[config.mk]
export PLATFORM = sky130hd
export DESIGN_NAME = i2s_tx
export DESIGN_NICKNAME = d
export VERILOG_FILES = /design/src/rtl/audio_pkg.sv /design/src/rtl/i2s_clk_gen.sv /design/src/rtl/i2s_tx.sv
export SDC_FILE = /design/constraint.sdc
export NUM_CORES = 1
export LEC_CHECK = 0
export CORE_MARGIN = 1.5
export CORE_UTILIZATION = 55
export CTS_CLUSTER_SIZE = 40
export DETAILED_ROUTE_END_ITERATION = 10
export PLACE_DENSITY = 0.88
export SYNTH_ARGS = -nofsm -noshare
export SYNTH_HDL_FRONTEND = slang
export SYNTH_SLANG_ARGS = --single-unit
[constraint.sdc]
create_clock -name clk -period 2.1 [get_ports clk]
set_clock_uncertainty 0.05 [all_clocks]
set_input_delay 0.21 -clock clk [delete_from_list [all_inputs] [get_ports clk]]
set_output_delay 0.21 -clock clk [all_outputs]
set_load 0.01 [all_outputs]
[src/rtl/audio_pkg.sv]
// Shared audio-path defaults used by the clock divider and the I2S transmitter.
package audio_pkg;
  localparam int AUD_DATA_W        = 24;
  localparam int AUD_SLOT_W        = 32;
  localparam int AUD_MCLK_PER_SCLK = 4;
endpackage

[src/rtl/i2s_clk_gen.sv]
// I2S timing: MCLK edge detect, SCLK divider and slot bit counter driving SCLK/LRCK.
// Exports the pre-advance bit count plus SCLK-fall and frame-start strobes (both one clk wide).
module i2s_clk_gen
  import audio_pkg::*;
#(
  parameter int SLOT_W        = AUD_SLOT_W,
  parameter int MCLK_PER_SCLK = AUD_MCLK_PER_SCLK,
  localparam int DIV_W        = $clog2(MCLK_PER_SCLK),
  localparam int CNT_W        = $clog2(2 * SLOT_W)
) (
  input  logic             clk,
  input  logic             rst,
  input  logic             mclk,
  output logic             sclk,
  output logic             lrck,
  output logic [CNT_W-1:0] bit_cnt,
  output logic             sclk_fall,
  output logic             frame_start
);

  localparam logic [DIV_W-1:0] DIV_LAST = DIV_W'(MCLK_PER_SCLK - 1);
  localparam logic [DIV_W-1:0] DIV_HALF = DIV_W'(MCLK_PER_SCLK / 2);
  localparam logic [CNT_W-1:0] CNT_LAST = CNT_W'(2 * SLOT_W - 1);
  localparam logic [CNT_W-1:0] SLOT_LEN = CNT_W'(SLOT_W);

  logic             r_mclk_q;
  logic             r_sclk;
  logic             r_lrck;
  logic [DIV_W-1:0] r_div;
  logic [CNT_W-1:0] r_bit_cnt;
  logic             w_mclk_rise;
  logic [DIV_W-1:0] w_div_nxt;
  logic [CNT_W-1:0] w_cnt_nxt;

  assign w_mclk_rise = mclk & ~r_mclk_q;
  assign w_div_nxt   = (r_div == DIV_LAST) ? '0 : r_div + 1'b1;
  assign w_cnt_nxt   = (r_bit_cnt == CNT_LAST) ? '0 : r_bit_cnt + 1'b1;
  assign sclk_fall   = w_mclk_rise & (r_div == DIV_LAST);
  assign frame_start = sclk_fall & (r_bit_cnt == CNT_LAST);

  assign sclk    = r_sclk;
  assign lrck    = r_lrck;
  assign bit_cnt = r_bit_cnt;

  always_ff @(posedge clk) begin
    r_mclk_q <= mclk;
  end

  // SCLK and LRCK are registered from the post-advance counts so they move on the same clk.
  always_ff @(posedge clk) begin
    if (rst) begin
      r_div     <= '0;
      r_sclk    <= 1'b0;
      r_bit_cnt <= '0;
      r_lrck    <= 1'b0;
    end else if (w_mclk_rise) begin
      r_div  <= w_div_nxt;
      r_sclk <= (w_div_nxt >= DIV_HALF);
      if (sclk_fall) begin
        r_bit_cnt <= w_cnt_nxt;
        r_lrck    <= (w_cnt_nxt >= SLOT_LEN);
      end
    end
  end

endmodule

[src/rtl/i2s_tx.sv]
// I2S transmitter: one-pair holding register behind valid/ready, MSB-first serialiser, underrun flag.
// Outputs registered; s_ready is low while a pair is held and reopens 1 clk after the frame-start load.
module i2s_tx
  import audio_pkg::*;
#(
  parameter int DATA_W        = AUD_DATA_W,
  parameter int SLOT_W        = AUD_SLOT_W,
  parameter int MCLK_PER_SCLK = AUD_MCLK_PER_SCLK
) (
  input  logic              clk,
  input  logic              rst,
  input  logic              mclk,
  input  logic              s_valid,
  output logic              s_ready,
  input  logic [DATA_W-1:0] s_left,
  input  logic [DATA_W-1:0] s_right,
  output logic              sclk,
  output logic              lrck,
  output logic              sdata,
  output logic              underrun
);

  localparam int CNT_W = $clog2(2 * SLOT_W);
  localparam logic [CNT_W-1:0] CNT_LAST = CNT_W'(2 * SLOT_W - 1);
  localparam logic [CNT_W-1:0] SLOT_LEN = CNT_W'(SLOT_W);
  localparam logic [CNT_W-1:0] DATA_LEN = CNT_W'(DATA_W);

  logic [CNT_W-1:0]  w_bit_cnt;
  logic [CNT_W-1:0]  w_cnt_nxt;
  logic [CNT_W-1:0]  w_k;
  logic              w_sclk_fall;
  logic              w_frame_start;
  logic              r_full;
  logic [DATA_W-1:0] r_hold_l;
  logic [DATA_W-1:0] r_hold_r;
  logic [DATA_W-1:0] r_shift;
  logic [DATA_W-1:0] r_right;
  logic              r_sdata;
  logic              r_underrun;

  i2s_clk_gen #(
    .SLOT_W        (SLOT_W),
    .MCLK_PER_SCLK (MCLK_PER_SCLK)
  ) u_clk_gen (
    .clk         (clk),
    .rst         (rst),
    .mclk        (mclk),
    .sclk        (sclk),
    .lrck        (lrck),
    .bit_cnt     (w_bit_cnt),
    .sclk_fall   (w_sclk_fall),
    .frame_start (w_frame_start)
  );

  // Slot position of the bit about to be driven at this SCLK fall.
  assign w_cnt_nxt = (w_bit_cnt == CNT_LAST) ? '0 : w_bit_cnt + 1'b1;
  assign w_k       = (w_cnt_nxt >= SLOT_LEN) ? w_cnt_nxt - SLOT_LEN : w_cnt_nxt;

  assign s_ready  = ~r_full;
  assign sdata    = r_sdata;
  assign underrun = r_underrun;

  // No bypass: a push on the frame-start clk lands here, the load sees the register empty.
  always_ff @(posedge clk) begin
    if (rst) begin
      r_full   <= 1'b0;
      r_hold_l <= '0;
      r_hold_r <= '0;
    end else if (s_valid && !r_full) begin
      r_full   <= 1'b1;
      r_hold_l <= s_left;
      r_hold_r <= s_right;
    end else if (w_frame_start) begin
      r_full <= 1'b0;
    end
  end

  always_ff @(posedge clk) begin
    if (rst) begin
      r_shift    <= '0;
      r_right    <= '0;
      r_sdata    <= 1'b0;
      r_underrun <= 1'b0;
    end else begin
      r_underrun <= w_frame_start & ~r_full;
      if (w_frame_start) begin
        r_shift <= r_full ? r_hold_l : '0;
        r_right <= r_full ? r_hold_r : '0;
        r_sdata <= 1'b0;
      end else if (w_sclk_fall) begin
        if (w_k == '0) begin
          r_shift <= r_right;
          r_sdata <= 1'b0;
        end else if (w_k <= DATA_LEN) begin
          r_sdata <= r_shift[DATA_W-1];
          r_shift <= {r_shift[DATA_W-2:0], 1'b0};
        end else begin
          r_sdata <= 1'b0;
        end
      end
    end
  end

endmodule
==> key figures, run 1 <==
STA
  – Fmax: approximately 0.54 GHz
  – Crit share post-route: 0.889
  – Tightest Pin Transition: 0.639 ns
  – Relative slew slack: 0.573
  – RSZ-0062 raised after global routing: false
  – Setup_tns: 0 ns
  – Post-layout min period: about 1.9 ns
  – Final count of hold timing violations: 0
  – Setup violations, final: 0
  – Final Max Slew Viols: 0

GRT
  – GRT busiest layer: met2
  – First-pass GRT wire length: 17400 um
  – Initial antenna violation count: 0
  – Met2 global-route usage: 0.396
  – Vias in the first global route: between 3000 and 4000
  – Largest net degree at the start of global routing: 55
  – M3 GR Usage: 0.0351
  – Total GRT Usage: 0.241
  – Congestion Overflow GR: 0
  – Met1 GRT Util: 0.323

Clock network
  – # H-tree levels: 3
  – Worst-path clk slew: approximately 0.10 ns
  – Sink Count: 109
  – Post-CTS Resized: 0
  – Num CTS Buffers: 9
  – TritonCTS clock tree: built
  – Skew-Pair Late Insertion Delay: 0.36 ns
  – CTS Buffer Depth: 2
  – Post-CTS Setup Bufs: 0
  – CTS Root Cell: clkbuf_8
  – Post-CTS Hold Fix Bufs: 0

Detailed routing
  – Via/cell ratio: ~5.8
  – Iter 0 DRT Violations: ~280
  – Routed WL: 10600 um
  – Post-route ant nets: 0
  – WL/cell: roughly 16 um
  – Pre-antenna DRT Iters: 6
  – Vias post-DR: 3962
  – Residual DRC count: 0

Logic synthesis
  – Yosys warns: 0
  – Register area share after synthesis: 0.462
  – Synth top area share: 0.462
  – Syn_nets: 592
  – Area leader, netlist: dfxtp_1
  – Synth top area cells: dfxtp_1, nand2_1, a21oi_1
  – Post-synth EDFFs: 0
  – Post-Syn Instances: 538
  – Post-Syn Area per Cell: 8.77 um^2
  – Asr flop ratio synth: 0
  – Synth unique cells: 47
  – Mapped Area: 4720 um^2
  – Number of synthesized register bits: 109
  – Synth Flop Type: dfxtp_1

Layout
  – Layout cells sized above 1: 0.0830
  – ANT cells: 0
  – Area grow syn2layout: 16.7%
  – Final net count: about 630
  – Final instance area: around 5500 um^2
  – Fill cell count: 629

Floorplan
  – Initial Util: 0.571
  – Die height: about 96 um
  – Die Width: 95.6 um
  – Rows: 33
  – Die Footprint: 9140 um^2
  – I/O Pins: 57
  – Core box area: 8260 um^2

Critical path
  – Cell Chain, Critical Path: ha_1 -> and4_1 -> buf_12 -> a21oi_1 -> mux2i_1 -> a32o_1
  – Critical Path Max Stage Delay: 0.33 ns
  – Crit. End Element: register
  – Worst Path Required: around 2.3 ns
  – CP Launch Type: register
  – Worst Reg2Reg Path Length in Cells: 6
  – Critical-path maximum fanout: 47
  – Arrival @ worst endpoint: 2.08 ns
  – Critical setup path kind: reg -> reg
  – Slowest CP cell: dfxtp_1

Outcome
  – Status: completed

Power
  – Leakage power: between 0.0015 and 0.002 uW
  – VDD IR-drop max: 396 uV
  – Power per cell area: 701 nW/um^2

Placement
  – GP Congestion: 0.804
  – Area post-placement: 5270 um^2
  – Buffers added on ports: 56
  – Detailed Place HPWL: 7230 um

Worst hold path
  – Hold path depth: 2
  – Worst hold path class: in -> reg

Run
  – Max_cap viols: 0
-- flip-flops by register name, indices dropped and copies added (netlist names) --
name                count
u_clk_gen.bit_cnt       6
sdata                   1
r_hold_r               24
r_full                  1
r_hold_l               24
u_clk_gen.r_div         2
underrun                1
u_clk_gen.r_mclk_q      1
u_clk_gen.lrck          1
r_shift                24
r_right                24
-- cells in the mapped netlist (3+ instances only) --
| library cell | instances |
|---|---|
| nand3_1 | 4 |
| a21oi_1 | 102 |
| a22o_1 | 23 |
| buf_12 | 3 |
| clkbuf_1 | 21 |
| nand2_1 | 148 |
| buf_2 | 7 |
| clkbuf_8 | 4 |
| nor2_1 | 6 |
| and2_1 | 3 |
| mux2i_1 | 24 |
| dfxtp_1 | 109 |
| buf_1 | 5 |
| a32o_1 | 23 |
| nor3_1 | 3 |
| buf_6 | 7 |
-- final timing paths --
kind | start | end | slack [ns]
setup / recovery | u_clk_gen.bit_cnt[0]$_SDFFE_PP0P_ | r_shift[16]$_SDFFE_PP0P_ | 0.23
hold / removal | rst | u_clk_gen.bit_cnt[4]$_SDFFE_PP0P_ | 0.18
setup reg to reg | u_clk_gen.bit_cnt[0]$_SDFFE_PP0P_ | r_shift[16]$_SDFFE_PP0P_ | 0.23
hold reg to reg | sdata$_SDFFE_PP0P_ | sdata$_SDFFE_PP0P_ | 0.40
-- power breakdown --
part           switching (uW)  leakage [uW]  internal (uW)  total [uW]
Combinational             146      0.000889            145         291
Sequential               34.7      0.000886           2120        2160
Clock                     694      0.000113            715        1410
-- cell usage in the layout (no fill, tap or decap), types with 2 or more instances in the layout --
| cell | instances |
|---|---|
| a211o_1 | 2 |
| a21boi_1 | 2 |
| a21boi_2 | 2 |
| a21oi_1 | 102 |
| a22o_1 | 23 |
| a311oi_1 | 2 |
| a32o_1 | 23 |
| and2_1 | 3 |
| and3b_1 | 2 |
| buf_12 | 6 |
| buf_4 | 12 |
| bufinv_16 | 2 |
| clkbuf_8 | 10 |
| clkdlybuf4s50_1 | 55 |
| dfxtp_1 | 109 |
| ha_1 | 2 |
| inv_6 | 2 |
| mux2i_1 | 24 |
| nand2_1 | 148 |
| nand2_2 | 2 |
| nand3_1 | 4 |
| nand4_1 | 2 |
| nor2_1 | 6 |
| nor3_1 | 3 |
| nor4_1 | 2 |
| o211ai_1 | 2 |
| o21ai_0 | 2 |
| xor2_1 | 2 |
-- kinds of logic after synthesis --
| group | Yosys count | share of synthesized area |
|---|---|---|
| xor+xnor | 3 | 0.00557 |
| simple gates | 183 | 0.167 |
| mux | 24 | 0.0509 |
| flops | 109 | 0.462 |
| fa+ha+maj | 2 | 0.00530 |
| buf+inv | 51 | 0.0764 |
| compound gates | 166 | 0.232 |
-- per-stage QoR --
step / instances / power [uW] / util / worst slack [ns] / hold slack, ns
after detailed placement: 667 / 2490 / 0.638 / -0.0314 / 0.395
after global routing: 683 / 3980 / 0.667 / 0.135 / 0.195
after CTS: 683 / 3870 / 0.666 / 0.0642 / 0.158
after global placement: 667 / 2480 / 0.638 / 0.0556 / 0.392
final: 683 / 3860 / 0.667 / 0.234 / 0.178
after floorplan: 538 / 2340 / - / 0.266 / 0.188
-- layout make-up --
| class | instances | area (um^2) | area share |
|---|---|---|---|
| timing repair buffer | 74 | 766 | 0.139 |
| clock buffer | 10 | 138 | 0.0250 |
| clock inverter | 6 | 93.8 | 0.0170 |
| inverter | 1 | 3.75 | 0.000682 |
| multi-input combinational | 378 | 2190 | 0.398 |
| sequential | 109 | 2180 | 0.396 |
| tap | 105 | 131 | 0.0239 |
-- critical path, delay by kind of cell (launching register included) --
kind | cells | cell delay [ns]
and+or+nand+nor | 1 | 0.29
DFF | 1 | 0.33
buffers and inverters | 1 | 0.20
adders and majority gates | 1 | 0.27
muxes | 1 | 0.13
AOI/OAI and AO/OA | 2 | 0.49
-- metal layers --
| layer | share of wire | routed length (um) |
|---|---|---|
| met3 | 0.057 | 599 |
| met5 | 0 | 0 |
| met4 | 0.010 | 111 |
| met1 | 0.44 | 4710 |
| met2 | 0.49 | 5170 |
Note: power is estimated with default switching activity, not from simulation.
==> run 2, diff against run 1 <==
--- a/config.mk
+++ b/config.mk
@@ -12,4 +12,5 @@
 export PLACE_DENSITY = 0.88
 export SYNTH_ARGS = -nofsm -noshare
 export SYNTH_HDL_FRONTEND = slang
+export SYNTH_HIERARCHICAL = 1
 export SYNTH_SLANG_ARGS = --single-unit
==> run 2 against run 1 <==
  * Core utilization up 2.9 points
  * Cell count grew 0.29%
  * Clock power is 14% lower
  * Non-clock buffer count up 7
  * Flip-flop and latch count shrank 1
  * Die area down 1.6%
  * Count of clock-buffer cells in the layout decreased by 1
  * Wire length is 2.7% lower
  * First-iteration DRC count is 20% lower
==> key figures, run 2 <==
Outcome
  – Status: completed (unchanged)

Critical path
  – Slowest CP cell: dfxtp_2 (was dfxtp_1)
  – CP Launch Type: register (unchanged)
  – Worst r2r src: u_clk_gen/r_div[0]$_SDFFE_PP0P_ (was u_clk_gen.bit_cnt[0]$_SDFFE_PP0P_)
  – CP Capture Point: r_shift[7]$_SDFFE_PP0P_ (was r_shift[16]$_SDFFE_PP0P_)
  – Crit. End Element: register (unchanged)
  – Critical-path maximum fanout: 24 (was 47)
  – Arrival @ worst endpoint: 2.25 ns (was 2.08 ns)
  – Critical setup path kind: reg -> reg (unchanged)
  – Cell Chain, Critical Path: ha_4 -> nand4b_4 -> nor3_4 -> inv_2 -> a31oi_4 -> buf_12 -> a21oi_1 -> a311oi_1 (was ha_1 -> and4_1 -> buf_12 -> a21oi_1 -> mux2i_1 -> a32o_1)
  – Setup crit start: u_clk_gen/r_div[0]$_SDFFE_PP0P_ (was u_clk_gen.bit_cnt[0]$_SDFFE_PP0P_)
  – Worst Path Required: 2.33 ns (was 2.31 ns)
  – Worst Reg2Reg Path Length in Cells: 8 (was 6)
  – FF-to-FF End: r_shift[7]$_SDFFE_PP0P_ (was r_shift[16]$_SDFFE_PP0P_)
  – Setup slack, reg-to-reg: 0.08 ns (was 0.23 ns)
  – Critical Path Max Stage Delay: 0.37 ns (was 0.33 ns)

Layout
  – Non-Filler Instances: 685 (was 683)
  – Fill cell count: 608 (was 629)
  – Commonest non-fill, non-tap cell in the layout: nand2_1 (unchanged)
  – Layout cells sized above 1: 0.133 (was 0.0830)
  – Register area: 2170 um^2 (was 2180 um^2)
  – Commonest non-fill, non-tap cells in the layout: nand2_1, dfxtp_1, a21oi_1 (unchanged)
  – Final net count: 630 (was 627)
  – Area grow syn2layout: 22.6% (was 16.7%)
  – Post-layout util: 0.696 (was 0.667)
  – Area of the multi-input gates: 2340 um^2 (was 2190 um^2)
  – ANT cells: 0 (unchanged)

Logic synthesis
  – Register area share after synthesis: 0.466 (was 0.462)
  – Most common cell in the synthesized netlist: nand2_1 (unchanged)
  – Area leader, netlist: dfxtp_1 (unchanged)
  – Post-Syn Instances: 525 (was 538)
  – Number of synthesized register bits: 108 (was 109)
  – Syn_nets: 580 (was 592)
  – Synth unique cells: 37 (was 47)
  – Post-Syn Area per Cell: 8.83 um^2 (was 8.77 um^2)
  – Synth top area share: 0.466 (was 0.462)
  – Synth top cells by count: nand2_1, dfxtp_1, a21oi_1 (unchanged)
  – Yosys warns: 6 (was 0)
  – Post-synth EDFFs: 0 (unchanged)
  – Synth Flop Type: dfxtp_1 (unchanged)
  – Mapped Area: 4640 um^2 (was 4720 um^2)
  – Asr flop ratio synth: 0 (unchanged)
  – Synth top area cells: dfxtp_1, nand2_1, a21oi_1 (unchanged)

STA
  – Setup violations, final: 0 (unchanged)
  – Post-layout min period: 2.02 ns (was 1.87 ns)
  – Relative slew slack: 0.591 (was 0.573)
  – Tightest Pin Transition: 0.613 ns (was 0.639 ns)
  – Fmax: 0.495 GHz (was 0.536 GHz)
  – Crit share post-route: 0.963 (was 0.889)
  – RSZ-0062 raised after global routing: true (was false)
  – Final count of hold timing violations: 0 (unchanged)
  – Final Max Slew Viols: 0 (unchanged)

Power
  – VDD IR-drop max: 392 uV (was 396 uV)
  – Power per cell area: 643 nW/um^2 (was 701 nW/um^2)
  – Final Power: 3650 uW (was 3860 uW)
  – Leakage power: 0.00225 uW (was 0.00189 uW)

Detailed routing
  – Via/cell ratio: 5.58 (was 5.80)
  – Residual DRC count: 0 (unchanged)
  – Iter 0 DRT Violations: 225 (was 283)
  – WL/cell: 15.1 um (was 15.5 um)
  – Routed WL: 10300 um (was 10600 um)
  – Vias post-DR: 3822 (was 3962)
  – Pre-antenna DRT Iters: 4 (was 6)
  – Post-route ant nets: 0 (unchanged)

Clock network
  – Skew-Pair Late Insertion Delay: 0.38 ns (was 0.36 ns)
  – Num CTS Buffers: 9 (unchanged)
  – Sink Count: 108 (was 109)
  – TritonCTS clock tree: built (unchanged)
  – CTS Root Cell: clkbuf_8 (unchanged)
  – Worst-path clk slew: 0.11 ns (was 0.10 ns)
  – # H-tree levels: 3 (unchanged)
  – Post-CTS Hold Fix Bufs: 0 (unchanged)
  – CTS Buffer Depth: 2 (unchanged)

Floorplan
  – Initial Util: 0.567 (was 0.571)
  – I/O Pins: 57 (unchanged)
  – Die Width: 94.8 um (was 95.6 um)
  – Die height: 94.8 um (was 95.6 um)
  – Die Footprint: 8990 um^2 (was 9140 um^2)
  – Rows: 33 (unchanged)
  – Core box area: 8180 um^2 (was 8260 um^2)

GRT
  – Vias in the first global route: 3521 (was 3708)
  – Total GRT Usage: 0.235 (was 0.241)
  – Initial antenna violation count: 0 (unchanged)
  – First-pass GRT wire length: 16600 um (was 17400 um)
  – Congestion Overflow GR: 0 (unchanged)
  – Largest net degree at the start of global routing: 55 (unchanged)

Worst hold path
  – Hold path depth: 2 (unchanged)
  – Worst hold path class: in -> reg (unchanged)

Placement
  – Detailed Place HPWL: 7010 um (was 7230 um)
  – Placed insts: 668 (was 667)
  – Buffers added on ports: 56 (unchanged)
  – GP Congestion: 0.800 (was 0.804)

Run
  – Max_cap viols: 0 (unchanged)
[run 2: area by class of cell]
type	count	area share
multi-input combinational	371	0.411
sequential	108	0.382
timing repair buffer	81	0.148
tap	105	0.0231
clock buffer	9	0.0218
clock inverter	7	0.0119
inverter	4	0.00264
[run 2: kinds of logic (layout without fill, tap and decap cells)]
kind of cell | after synthesis | in the layout | share of synthesized area
DFF | 108 | 108 | 0.466
AOI/OAI and AO/OA | 138 | 138 | 0.220
muxes | 25 | 25 | 0.0540
xor gates and xnor gates | 2 | 2 | 0.00378
buffers and inverters | 46 | 101 | 0.0437
and+or+nand+nor | 203 | 203 | 0.205
adders and majority gates | 3 | 3 | 0.00809
[run 2: critical path: cells and delay by family, from the launching register on]
family	cells	cell delay [ns]
DFF	1	0.37
adders and majority gates	1	0.17
and+or+nand+nor	2	0.42
buffers and inverters	2	0.33
AOI/OAI and AO/OA	3	0.56
[run 2: metal layers]
layer  vias to the layer above  global-route usage  share of wire
met5                         -                   0              0
met4                         0              0.0933          0.016
met3                        17              0.0354          0.043
met2                        93               0.376           0.48
met1                      1795               0.316           0.46
li1                       1917                   -              -
[run 2: repair_timing]
action                                  4_1_cts  5_1_grt
buffers inserted                              0        1
endpoints found under the setup margin        0       47
gates resized for setup                       0       11
[run 2: how the worst min path moves through the flow]
| stage | startpoint | to | slack, ns |
|---|---|---|---|
| finish | rst | r_shift[0]$_SDFFE_PP0P_ | 0.18 |
| global route | rst | r_shift[2]$_SDFFE_PP0P_ | 0.18 |
| CTS | rst | r_shift[0]$_SDFFE_PP0P_ | 0.16 |
| detailed placement | r_hold_r[1]$_SDFFE_PP0P_ | r_hold_r[1]$_SDFFE_PP0P_ | 0.40 |
| global placement | r_hold_r[0]$_SDFFE_PP0P_ | r_hold_r[0]$_SDFFE_PP0P_ | 0.39 |
| floorplan | mclk | u_clk_gen/r_mclk_q$_DFF_P_ | 0.19 |
[run 2: power breakdown]
| group | switching (uW) | internal (uW) |
|---|---|---|
| combinational | 143 | 152 |
| sequential | 36.7 | 2110 |
| clock | 753 | 460 |
| total | 933 | 2720 |
[run 2: stage by stage]
stage	area, um^2	setup TNS, ns	setup WS (ns)	hold slack, ns
CTS	5650	0	0.00704	0.156
detailed placement	5450	-3.91	-0.131	0.398
global route	5690	-0.0686	-0.0266	0.178
floorplan	4680	0	0.0168	0.188
finish	5690	0	0.0787	0.180
global placement	5450	-1.65	-0.0468	0.394
==> run 3, diff against run 2 <==
--- a/config.mk
+++ b/config.mk
@@ -5,11 +5,13 @@
 export SDC_FILE = /design/constraint.sdc
 export NUM_CORES = 1
 export LEC_CHECK = 0
+export CAP_MARGIN = 20
 export CORE_MARGIN = 1.5
 export CORE_UTILIZATION = 55
 export CTS_CLUSTER_SIZE = 40
 export DETAILED_ROUTE_END_ITERATION = 10
-export PLACE_DENSITY = 0.88
+export PLACE_DENSITY = 0.76
+export SETUP_SLACK_MARGIN = 0.5
 export SYNTH_ARGS = -nofsm -noshare
 export SYNTH_HDL_FRONTEND = slang
 export SYNTH_HIERARCHICAL = 1
==> run 3 against run 2 <==
  * Flip-flop and latch count did not move
  * Total power rose by 0.91%
  * Core utilization rose by 4.9 points
  * Via count rose by 3.5%
  * Cell count rose by 2.6%
  * Die area did not move
==> key figures, run 3 (same netlist as run 2, synthesis figures left out) <==
Layout
  – Fill cell count: 588 (was 608)
  – Non-Filler Instances: 703 (was 685)
  – ANT cells: 0 (unchanged)
  – Final instance area: 6090 um^2 (was 5690 um^2)
  – Area grow syn2layout: 31.3% (was 22.6%)
  – Final net count: 648 (was 630)
  – Commonest non-fill, non-tap cell in the layout: nand2_1 (unchanged)
  – Area of the multi-input gates: 2410 um^2 (was 2340 um^2)
  – Layout cells sized above 1: 0.187 (was 0.133)
  – Commonest non-fill, non-tap cells in the layout: nand2_1, dfxtp_1, a21oi_1 (unchanged)
  – Register area: 2180 um^2 (was 2170 um^2)

GRT
  – Largest net degree at the start of global routing: 53 (was 55)
  – First-pass GRT wire length: 17800 um (was 16600 um)
  – Met2 global-route usage: 0.420 (was 0.376)
  – Initial antenna violation count: 0 (unchanged)
  – GRT busiest layer: met2 (unchanged)
  – Congestion Overflow GR: 0 (unchanged)
  – Met1 GRT Util: 0.341 (was 0.316)
  – Vias in the first global route: 3626 (was 3521)
  – M3 GR Usage: 0.0419 (was 0.0354)
  – Total GRT Usage: 0.257 (was 0.235)

STA
  – RSZ-0062 raised after global routing: true (unchanged)
  – Final Max Slew Viols: 0 (unchanged)
  – Setup violations, final: 0 (unchanged)
  – Relative slew slack: 0.535 (was 0.591)
  – Tightest Pin Transition: 0.698 ns (was 0.613 ns)
  – Final count of hold timing violations: 0 (unchanged)
  – Fmax: 0.492 GHz (was 0.495 GHz)
  – Post-layout min period: 2.03 ns (was 2.02 ns)
  – Setup_tns: 0 ns (unchanged)
  – Crit share post-route: 0.967 (was 0.963)

Floorplan
  – Die Footprint: 8990 um^2 (unchanged)
  – Die height: 94.8 um (unchanged)
  – I/O Pins: 57 (unchanged)
  – Die Width: 94.8 um (unchanged)
  – Core box area: 8180 um^2 (unchanged)
  – Initial Util: 0.567 (unchanged)
  – Rows: 33 (unchanged)

Critical path
  – Crit. End Element: register (unchanged)
  – Cell Chain, Critical Path: ha_4 -> nand2_4 -> nor3_4 -> inv_2 -> buf_12 -> buf_4 -> nor3_4 -> buf_6 -> clkbuf_16 -> a22o_1 (was ha_4 -> nand4b_4 -> nor3_4 -> inv_2 -> a31oi_4 -> buf_12 -> a21oi_1 -> a311oi_1)
  – Critical Path Max Stage Delay: 0.42 ns (was 0.37 ns)
  – CP Launch Type: register (unchanged)
  – Cell family with most CP delay: buffers and inverters (was compound AO/OA/AOI/OAI gates)
  – Slowest CP cell: dfxtp_4 (was dfxtp_2)
  – Worst Path Required: 2.38 ns (was 2.33 ns)
  – Arrival @ worst endpoint: 2.31 ns (was 2.25 ns)
  – CP most frequent cell: nor3_4
  – Critical-path maximum fanout: 8 (was 24)
  – Critical setup path kind: reg -> reg (unchanged)
  – Crit path buf inv count: 5 (was 2)

Detailed routing
  – Via/cell ratio: 5.63 (was 5.58)
  – WL/cell: 16.4 um (was 15.1 um)
  – Pre-antenna DRT Iters: 4 (unchanged)
  – Post-route ant nets: 0 (unchanged)
  – Routed WL: 11500 um (was 10300 um)
  – Residual DRC count: 0 (unchanged)
  – Iter 0 DRT Violations: 285 (was 225)
  – Vias post-DR: 3956 (was 3822)

Power
  – VDD IR-drop max: 512 uV (was 392 uV)
  – Net Sw Power: 963 uW (was 933 uW)
  – Power Internal: 2720 uW (about the same)
  – Flop pwr share: 0.582 (was 0.587)
  – Comb pwr share: 0.082 (was 0.081)
  – Final Power: 3690 uW (was 3650 uW)
  – Leakage power: 0.00244 uW (was 0.00225 uW)
  – Switching portion of total power: 0.261 (was 0.255)
  – Power per cell area: 605 nW/um^2 (was 643 nW/um^2)
  – Clock power frac: 0.336 (was 0.332)

Clock network
  – # H-tree levels: 3 (unchanged)
  – TritonCTS clock tree: built (unchanged)
  – Worst-path clk slew: 0.11 ns (about the same)
  – Skew-Pair Late Insertion Delay: 0.38 ns (about the same)
  – Num CTS Buffers: 9 (unchanged)
  – Sink Count: 108 (unchanged)
  – CTS Root Cell: clkbuf_8 (unchanged)
  – CTS Buffer Depth: 2 (unchanged)

Placement
  – Detailed Place HPWL: 6950 um (was 7010 um)
  – Placed insts: 666 (was 668)
  – GP Congestion: 0.794 (was 0.800)
  – Area post-placement: 5500 um^2 (was 5450 um^2)
  – Buffers added on ports: 56 (unchanged)

Run
  – Max_cap viols: 0 (unchanged)

Outcome
  – Status: completed (unchanged)

Worst hold path
  – Worst hold path class: in -> reg (unchanged)
## run 3: cell types whose count changed in the layout (fill, tap and decap cells not counted), moves of 3 or more
cell | previous run | this run
nand2_1 | 126 | 120
buf_6 | 3 | 14
buf_16 | 0 | 3
nand2_2 | 1 | 4
dfxtp_1 | 104 | 100
clkbuf_16 | 0 | 3
nand2_4 | 0 | 3
## run 3: metrics by stage
stage | setup slack, ns | hold slack (ns) | utilization
after floorplan | 0.140 | 0.188 | -
after global placement | 0.0187 | 0.393 | 0.673
after detailed placement | -0.102 | 0.397 | 0.673
after CTS | 0.118 | 0.0706 | 0.719
after global routing | -0.0119 | 0.106 | 0.745
final | 0.0685 | 0.0902 | 0.745
## run 3: area by class of cell
type | instances | share of cell area
Sequential cell | 108 | 0.358
Timing Repair Buffer | 99 | 0.191
Clock buffer | 9 | 0.0203
Inverter | 4 | 0.00247
Clock inverter | 7 | 0.0109
Tap cell | 105 | 0.0216
Multi-Input combinational cell | 371 | 0.396
## run 3: per-layer routing
metal  up-vias  share of wire
met4         0          0.013
met3        16          0.042
li1       1958              -
met5         -              0
met1      1877           0.45
met2       105           0.49
## run 3: final timing paths
path | from | end | slack [ns] | cells past startpoint
worst max-delay path | u_clk_gen/bit_cnt[1]$_SDFFE_PP0P_ | r_right[2]$_SDFFE_PP0P_ | 0.07 | 10
worst min register to register | r_hold_r[4]$_SDFFE_PP0P_ | r_hold_r[4]$_SDFFE_PP0P_ | 0.41 | 2
worst max register to register | u_clk_gen/bit_cnt[1]$_SDFFE_PP0P_ | r_right[2]$_SDFFE_PP0P_ | 0.07 | 10
worst min-delay path | rst | r_hold_l[4]$_SDFFE_PP0P_ | 0.09 | 2
## run 3: power groups by stage
stage | combinational, uW | sequential, uW | clock (uW)
floorplan | 149 | 2180 | 0
global placement | 292 | 2190 | 0
detailed placement | 300 | 2190 | 0
CTS | 301 | 2140 | 1250
global route | 335 | 2150 | 1340
finish | 303 | 2150 | 1240
## run 3: timing repair
action | CTS | global route
endpoints found under the setup margin | 53 | 53
gates cloned | 3 | 4
hold buffers | 0 | 0
buffers inserted | 8 | 6
pin swaps | 22 | 15
hold endpoints to repair | 0 | 0
gates resized for setup | 19 | 21
